File: src/rtl/jk_bank_ctrl.sv
// Command-driven controller for an 8-bit JK flip-flop bank: mask ops (CLEAR/SET/TOGGLE)
// apply for one cycle, COUNT increments the bank N times through the JK inputs.
module jk_bank_ctrl (
    input  logic       clk,
    input  logic       rst,
    input  logic       cmd_valid,
    output logic       cmd_ready,
    input  logic [2:0] cmd_op,
    input  logic [7:0] cmd_arg,
    output logic [7:0] j_out,
    output logic [7:0] k_out,
    output logic [7:0] q,
    output logic       busy,
    output logic       done,
    output logic       wrap
);

    localparam logic [2:0] OP_CLEAR  = 3'b001;
    localparam logic [2:0] OP_SET    = 3'b010;
    localparam logic [2:0] OP_TOGGLE = 3'b011;
    localparam logic [2:0] OP_COUNT  = 3'b100;

    typedef enum logic [1:0] {
        S_IDLE  = 2'd0,
        S_APPLY = 2'd1,
        S_COUNT = 2'd2,
        S_DONE  = 2'd3
    } state_t;

    state_t     r_state;
    logic [2:0] r_op;
    logic [7:0] r_arg;
    logic [7:0] r_remain;
    logic [7:0] r_q;

    logic [7:0] w_t;
    logic [7:0] w_j;
    logic [7:0] w_k;
    logic [7:0] w_q_next;

    // Ripple-carry toggle mask: bit i toggles when all lower bits are 1.
    always_comb begin
        w_t[0] = 1'b1;
        for (int i = 1; i < 8; i++) begin
            w_t[i] = w_t[i-1] & r_q[i-1];
        end
    end

    // NOTE: every always_comb output gets a default first, so no path leaves it unassigned (no latch).
    always_comb begin
        w_j = 8'h00;
        w_k = 8'h00;
        case (r_state)
            S_APPLY: begin
                case (r_op)
                    OP_CLEAR:  w_k = r_arg;
                    OP_SET:    w_j = r_arg;
                    OP_TOGGLE: begin
                        w_j = r_arg;
                        w_k = r_arg;
                    end
                    default: ;
                endcase
            end
            S_COUNT: begin
                w_j = w_t;
                w_k = w_t;
            end
            default: ;
        endcase
    end

    // Per-bit JK rule: 00 hold, 01 clear, 10 set, 11 toggle.
    assign w_q_next = (w_j & ~r_q) | (~w_k & r_q);

    // NOTE: sequential state uses non-blocking assignments so all registers update from pre-edge values.
    always_ff @(posedge clk) begin
        if (rst) begin
            r_state  <= S_IDLE;
            r_op     <= 3'b000;
            r_arg    <= 8'h00;
            r_remain <= 8'h00;
            r_q      <= 8'h00;
        end else begin
            r_q <= w_q_next;
            case (r_state)
                S_IDLE: begin
                    if (cmd_valid) begin
                        r_op  <= cmd_op;
                        r_arg <= cmd_arg;
                        if (cmd_op == OP_COUNT) begin
                            r_remain <= cmd_arg;
                            r_state  <= (cmd_arg == 8'h00) ? S_DONE : S_COUNT;
                        end else begin
                            r_state <= S_APPLY;
                        end
                    end
                end
                S_APPLY: r_state <= S_DONE;
                S_COUNT: begin
                    r_remain <= r_remain - 8'd1;
                    if (r_remain == 8'd1) begin
                        r_state <= S_DONE;
                    end
                end
                S_DONE:  r_state <= S_IDLE;
                default: r_state <= S_IDLE;
            endcase
        end
    end

    assign cmd_ready = (r_state == S_IDLE);
    assign busy      = (r_state != S_IDLE);
    assign done      = (r_state == S_DONE);
    assign wrap      = (r_state == S_COUNT) && (r_q == 8'hFF);
    assign j_out     = w_j;
    assign k_out     = w_k;
    assign q         = r_q;

endmodule

File: config.mk
export PLATFORM = sky130hd
export DESIGN_NAME = jk_bank_ctrl
export DESIGN_NICKNAME = d
export VERILOG_FILES = /design/src/rtl/jk_bank_ctrl.sv
export SDC_FILE = /design/constraint.sdc
export NUM_CORES = 1
export LEC_CHECK = 0
export CAP_MARGIN = 20
export CORE_ASPECT_RATIO = 1.25
export CORE_MARGIN = 10
export CORE_UTILIZATION = 49
export DETAILED_ROUTE_END_ITERATION = 8
export GPL_ROUTABILITY_DRIVEN = 0
export PLACE_DENSITY = 0.8
export SLEW_MARGIN = 10
export SYNTH_ARGS = -nofsm -noshare
export SYNTH_HDL_FRONTEND = slang
export SYNTH_SLANG_ARGS = --single-unit
File: constraint.sdc
create_clock -name clk -period 2.4 [get_ports clk]
set_input_delay 0.48 -clock clk [delete_from_list [all_inputs] [get_ports clk]]
set_output_delay 0.48 -clock clk [all_outputs]
set_load 0.02 [all_outputs]
==> results of run 1 <==
cell families (layout without fill, tap and decap cells):
family | Yosys count | count (layout)
DFF | 29 | 29
and+or+nand+nor | 93 | 93
buffers and inverters | 22 | 77
AOI/OAI and AO/OA | 69 | 69
adders and majority gates | 7 | 7
muxes | 2 | 2
area by class of cell:
cell class | instances | area (sq um) | share of cell area
multi-input cells | 171 | 1046 | 0.4461
flip-flops and latches | 29 | 580.6 | 0.2476
repair buffers | 61 | 525.5 | 0.2241
clock buffers | 7 | 86.33 | 0.03682
well taps | 37 | 46.29 | 0.01974
clock inverters | 1 | 30.03 | 0.01281
inverters | 8 | 30.03 | 0.01281
synthesized netlist by cell type (2+ instances only):
cell / number
nand2_1: 48
nand4b_1: 2
a211oi_1: 4
o2bb2ai_1: 4
nor3b_1: 2
and2_1: 2
nand3_1: 5
and4_1: 2
o211ai_1: 2
ha_1: 7
a21oi_1: 25
and3_1: 2
a21boi_0: 10
nor2_1: 10
inv_1: 8
nand4_1: 2
a2111oi_0: 2
and3b_1: 2
clkbuf_1: 11
nor2b_1: 6
or4_1: 2
o21ai_0: 10
dfxtp_1: 29
per-layer routing:
| layer | global-route usage | wire length, um | up-vias | part of all wire |
|---|---|---|---|---|
| li1 | - | - | 894 | - |
| met1 | 0.1673 | 1985 | 840 | 0.40 |
| met2 | 0.2946 | 2587 | 51 | 0.52 |
| met3 | 0.05536 | 321 | 7 | 0.065 |
| met4 | 0.06920 | 75 | 0 | 0.015 |
| met5 | 0 | 0 | - | 0 |
power by group through the flow:
stage	clock [mW]	combinational [mW]	sequential, mW
finish	0.530	0.845	0.648
detailed placement	0	0.807	0.653
global route	0.556	0.938	0.656
global placement	0	0.790	0.650
CTS	0.539	0.820	0.642
floorplan	0	0.524	0.638
timing repair:
item / CTS / global route
gates resized for setup: 42 / 29
cloned: 0 / 0
setup buffers: 0 / 0
setup endpoints to repair: 17 / 17
state kept, by name, summed over array words and instances (netlist names):
name / flops
r_state: 2
q: 8
r_remain: 8
r_op: 3
r_arg: 8
critical path: stages, from the launching register on:
cell and delay [ns]:
dfxtp_1 0.37, inv_2 0.08, ha_1 0.21, and4_2 0.22, buf_4 0.15, o21a_1 0.19
dlygate4sd2_1 0.32
path summary, 6_finish.rpt:
path | startpoint | endpoint | slack [ns] | cells after the start
min | r_arg[0] | r_arg[0] | 0.48 | 2
max | r_state[0] | j_out[3] | 0.08 | 6
min reg2reg | r_arg[0] | r_arg[0] | 0.48 | 2
max reg2reg | r_remain[0] | r_remain[6] | 0.50 | 6
metrics by stage:
step                setup slack (ns)  utilization   TNS, ns
floorplan                     0.2492            -         0
finish                       0.08382       0.7210         0
CTS                         0.001396       0.7253         0
global route               0.0004552       0.7210         0
detailed placement          -0.08737       0.6891   -0.5817
global placement            -0.02337       0.6891  -0.04080
==> impl_metrics.tcl, run 1 <==
set metrics [dict create \
    status "finished clean" \
    timing.slew.headroom 0.5659 \
    power.density_mw_per_mm2 862.6 \
    layout_common_cells "nand2_1, dfxtp_1, a21oi_1" \
    drive_above_1_share 0.1913 \
    hpwl_mm 3.747 \
    root_buffer "clkbuf_8" \
    wirelength_mm 4.969 \
    crit_fanout 5 \
    fillCellCount 272 \
    dp.cells 306 \
    rsz0062_at_grt "false" \
    ys_seq_elements 29 \
    path_class "reg2out" \
    synth.area.mux_share 0.01257 \
    synth_simple_gate_area_frac 0.2729 \
    post-route-min-period_ns 2.316 \
    finalHoldViolations 0 \
    cts_tree "done" \
    worst_slew_pin_slew_ns 0.6453 \
    synth_top_family_by_area "simple AND/OR/NAND/NOR gates" \
    clk_path_buf_depth 2 \
    postSynthAreaPerCell_sq_um 7.620 \
    clock_skew_ns 0.008175 \
    critPathLaunchType "flop" \
    die_w_um 72.56 \
    viasPerCell 5.707 \
    initial_utilization 0.5202 \
    clockPowerShare 0.262 \
    drt-pass1-iter-count 4 \
    combPwrFrac 0.418 \
    synth_compound_area_frac 0.2678 \
    numCtsBuffers 5 \
    max_freq_mhz 431.7 \
    ctsHoldBuffers 0 \
    p_leak_nw 0.9219 \
    power.total_mw 2.023 \
    drt_iter0_drc 64 \
    synth_top_cell_area_share 0.3432 \
    gr-total-overflow 0 \
    power.internal_mw 1.311 \
    end_kind "output port" \
    n_antenna_cell 0 \
    maxCapViolCount 0 \
    final_cells 314 \
    place_area_sq_mm 0.002241 \
    clkSinkCount 29 \
    synthAdderAreaFrac 0.05178 \
    ys_types 48 \
    grt_max_degree 29 \
    nets 297 \
    antenna_found_initial 0 \
    ys_warn_count 0 \
    async_flop_share 0 \
    mostFrequentLayoutCell "nand2_1" \
    synth_area_leaders "dfxtp_1, nand2_1, a21oi_1" \
    yosys.area_share.xor_xnor 0 \
    wl_per_cell_um 15.82 \
    p_seq_frac 0.320 \
    syn_nets 243 \
    drc 0 \
    fp.coreArea_sq_mm 0.003252 \
    hold_ws_ns 0.4844 \
    hp-class "reg2reg" \
    grt_first_pass_wirelength_mm 8.459 \
    yosysSeqAreaShare 0.3432 \
    fin_area_sq_mm 0.002345 \
    cts-htree-levels 2 \
    vias 1792 \
    slew_viol_final 0 \
    io_pins 42 \
    synth_edf_count 0 \
    power.switching_mw 0.7114 \
    synth.largest_area_cell "dfxtp_1" \
    rows 23 \
    synthesis.instances 222 \
    crit_arrival_ns 1.84 \
    dieArea_sq_mm 0.006217 \
    io_buffers 41 \
    syn_to_final_growth_pct 38.61 \
    ir_drop_mv 0.7156 \
    grtUsageTotal 0.1645 \
    p_sw_frac 0.3517 \
    setup_violations 0 \
    clk_latency_ns 0.29 \
    synth_flop_cell "dfxtp_1" \
    syn_area_sq_mm 0.001692 \
    finalCritPeriodShare 0.9651 \
    drt.antenna.violating_nets 0 \
    grt_pass1_vias 1863 \
    dieHeight_um 85.69 \
    clk_pin_slew_ns 0.06 \
    cp.required_ns 1.92 \
]
(Power assumes the default switching activity.)
==> inputs of run 2 (changes only) <==
--- a/config.mk
+++ b/config.mk
@@ -9,8 +9,9 @@
 export CORE_ASPECT_RATIO = 1.25
 export CORE_MARGIN = 10
-export CORE_UTILIZATION = 49
+export CORE_UTILIZATION = 50
+export CTS_CLUSTER_SIZE = 40
 export DETAILED_ROUTE_END_ITERATION = 8
 export GPL_ROUTABILITY_DRIVEN = 0
-export PLACE_DENSITY = 0.8
+export PLACE_DENSITY = 0.81
 export SLEW_MARGIN = 10
 export SYNTH_ARGS = -nofsm -noshare
==> constraint.sdc (replaced) <==
create_clock -name clk -period 2.85 [get_ports clk]
set_input_delay 0.57 -clock clk [delete_from_list [all_inputs] [get_ports clk]]
set_output_delay 0.57 -clock clk [all_outputs]
set_load 0.005 [all_outputs]
==> impl_metrics.tcl, run 2 (synthesized netlist as in run 1, its figures left out) <==
set metrics [dict create \
    status "finished clean" \
    wirelength_mm 4.590 \
    root_buffer "clkbuf_8" \
    drc 0 \
    post-route-min-period_ns 2.705 \
    crit_slowest_cell "clkdlybuf4s50_1" \
    crit_fanout 7 \
    grt_first_pass_wirelength_mm 7.935 \
    clk_path_buf_depth 2 \
    timing.slew.headroom 0.5845 \
    hpwl_mm 3.527 \
    crit_chain "inv_1, ha_1, and4_2, nand3_1, a21boi_0, clkdlybuf4s50_1" \
    dieArea_sq_mm 0.006124 \
    maxCapViolCount 0 \
    post_cts_buffers 0 \
    antenna_found_initial 0 \
    numCtsBuffers 5 \
    dieHeight_um 85.03 \
    clk_latency_ns 0.29 \
    gr-total-overflow 0 \
    hp-class "reg2reg" \
    dp.cells 291 \
    clkSinkCount 29 \
    cp.required_ns 2.28 \
    clock_skew_ns 0.005363 \
    vias 1711 \
    drt_iter0_drc 71 \
    end_kind "output port" \
    drive_above_1_share 0.08397 \
    cp-startpoint "r_state[0]" \
    slew_viol_final 0 \
    hold_start "r_arg[3]" \
    critPathLaunchType "flop" \
    setup_violations 0 \
    rows 23 \
    finalCritPeriodShare 0.9492 \
    rsz0062_at_grt "true" \
    finalHoldViolations 0 \
    cts-htree-levels 2 \
    setup_tns_ns 0 \
    viasPerCell 5.722 \
    worst_slew_pin_slew_ns 0.6175 \
    cts_tree "done" \
    grt_pass1_vias 1691 \
    crit_path_max_incr_delay_ns 0.53 \
    power.density_mw_per_mm2 661.7 \
    wl_per_cell_um 15.35 \
    initial_utilization 0.5248 \
    grtUsageTotal 0.1593 \
    p_leak_nw 0.7934 \
    drt-pass1-iter-count 4 \
    drt.antenna.violating_nets 0 \
    path_class "reg2out" \
    io_pins 42 \
    io_buffers 41 \
    layout_common_cells "nand2_1, clkdlybuf4s50_1, dfxtp_1" \
    n_antenna_cell 0 \
    grt_max_degree 30 \
    die_w_um 72.03 \
    rr_startpoint "r_remain[0]" \
    mostFrequentLayoutCell "nand2_1" \
    syn_to_final_growth_pct 31.51 \
    clk_pin_slew_ns 0.07 \
    fp.coreArea_sq_mm 0.003223 \
    ir_drop_mv 0.6491 \
    max_freq_mhz 369.6 \
    final_cells 299 \
    nets 282 \
    crit_arrival_ns 2.14 \
]
==> run 2: cell types whose count changed in the layout (fill, tap and decap cells not counted), sizes merged <==
cell / before / now
clkinvlp: 0 / 1
clkdlybuf4s15: 6 / 0
clkbuf: 14 / 5
dlygate4sd2: 3 / 0
bufinv: 1 / 0
buf: 21 / 5
clkinv: 0 / 2
dlymetal6s2s: 1 / 0
clkdlybuf4s50: 23 / 41
==> run 2: per-layer routing <==
layer / vias to the layer above / share of wire / GRT usage
li1: 867 / - / -
met1: 803 / 0.42 / 0.1673
met2: 35 / 0.50 / 0.2749
met3: 6 / 0.062 / 0.06061
met4: 0 / 0.015 / 0.06702
met5: - / 0 / 0
==> run 2: path summary, 6_finish.rpt <==
path                            slack, ns  cells after the start          end
worst min-delay path                 0.48                      2     r_arg[3]
worst max register to register       0.94                      6  r_remain[6]
worst max-delay path                 0.14                      6     k_out[7]
worst min register to register       0.48                      2     r_arg[3]
==> run 2: final cells by class <==
type,count,area (sq um)
Clock buffer,5,68.82
Clock inverter,3,17.52
Fill cell,291,998.5
Inverter,8,30.03
Multi-Input combinational cell,171,1030
Sequential cell,29,580.6
Tap cell,37,46.29
Timing Repair Buffer,46,451.7
==> run 2: power by group <==
group	switching [mW]	internal (mW)	total, mW
Clock	0.176	0.168	0.344
Combinational	0.308	0.277	0.584
Sequential	0.0686	0.475	0.543
Total	0.553	0.920	1.47
==> run 2: metrics by stage <==
step | hold WS [ns] | worst slack [ns] | total power, mW | utilization | cell area [sq um]
global route | 0.5047 | -0.007122 | 1.577 | 0.6902 | 2225
CTS | 0.4800 | 0.02559 | 1.465 | 0.6871 | 2215
finish | 0.4799 | 0.1447 | 1.472 | 0.6902 | 2225
floorplan | 0.4321 | 0.9228 | 0.9434 | - | 1692
detailed placement | 0.4705 | 0.3340 | 1.127 | 0.6603 | 2128
global placement | 0.4637 | 0.4006 | 1.112 | 0.6603 | 2128
==> run 2: critical path: cells and delay by family, from the launching register on <==
family | cells | cell delay, ns
flops | 1 | 0.33
fa+ha+maj | 1 | 0.20
buf+inv | 2 | 0.65
compound gates | 1 | 0.20
simple gates | 2 | 0.46
==> run 2: timing repair <==
action / CTS / global route
hold buffers: 0 / 0
resized for setup: 0 / 11
setup endpoints to repair: 0 / 15
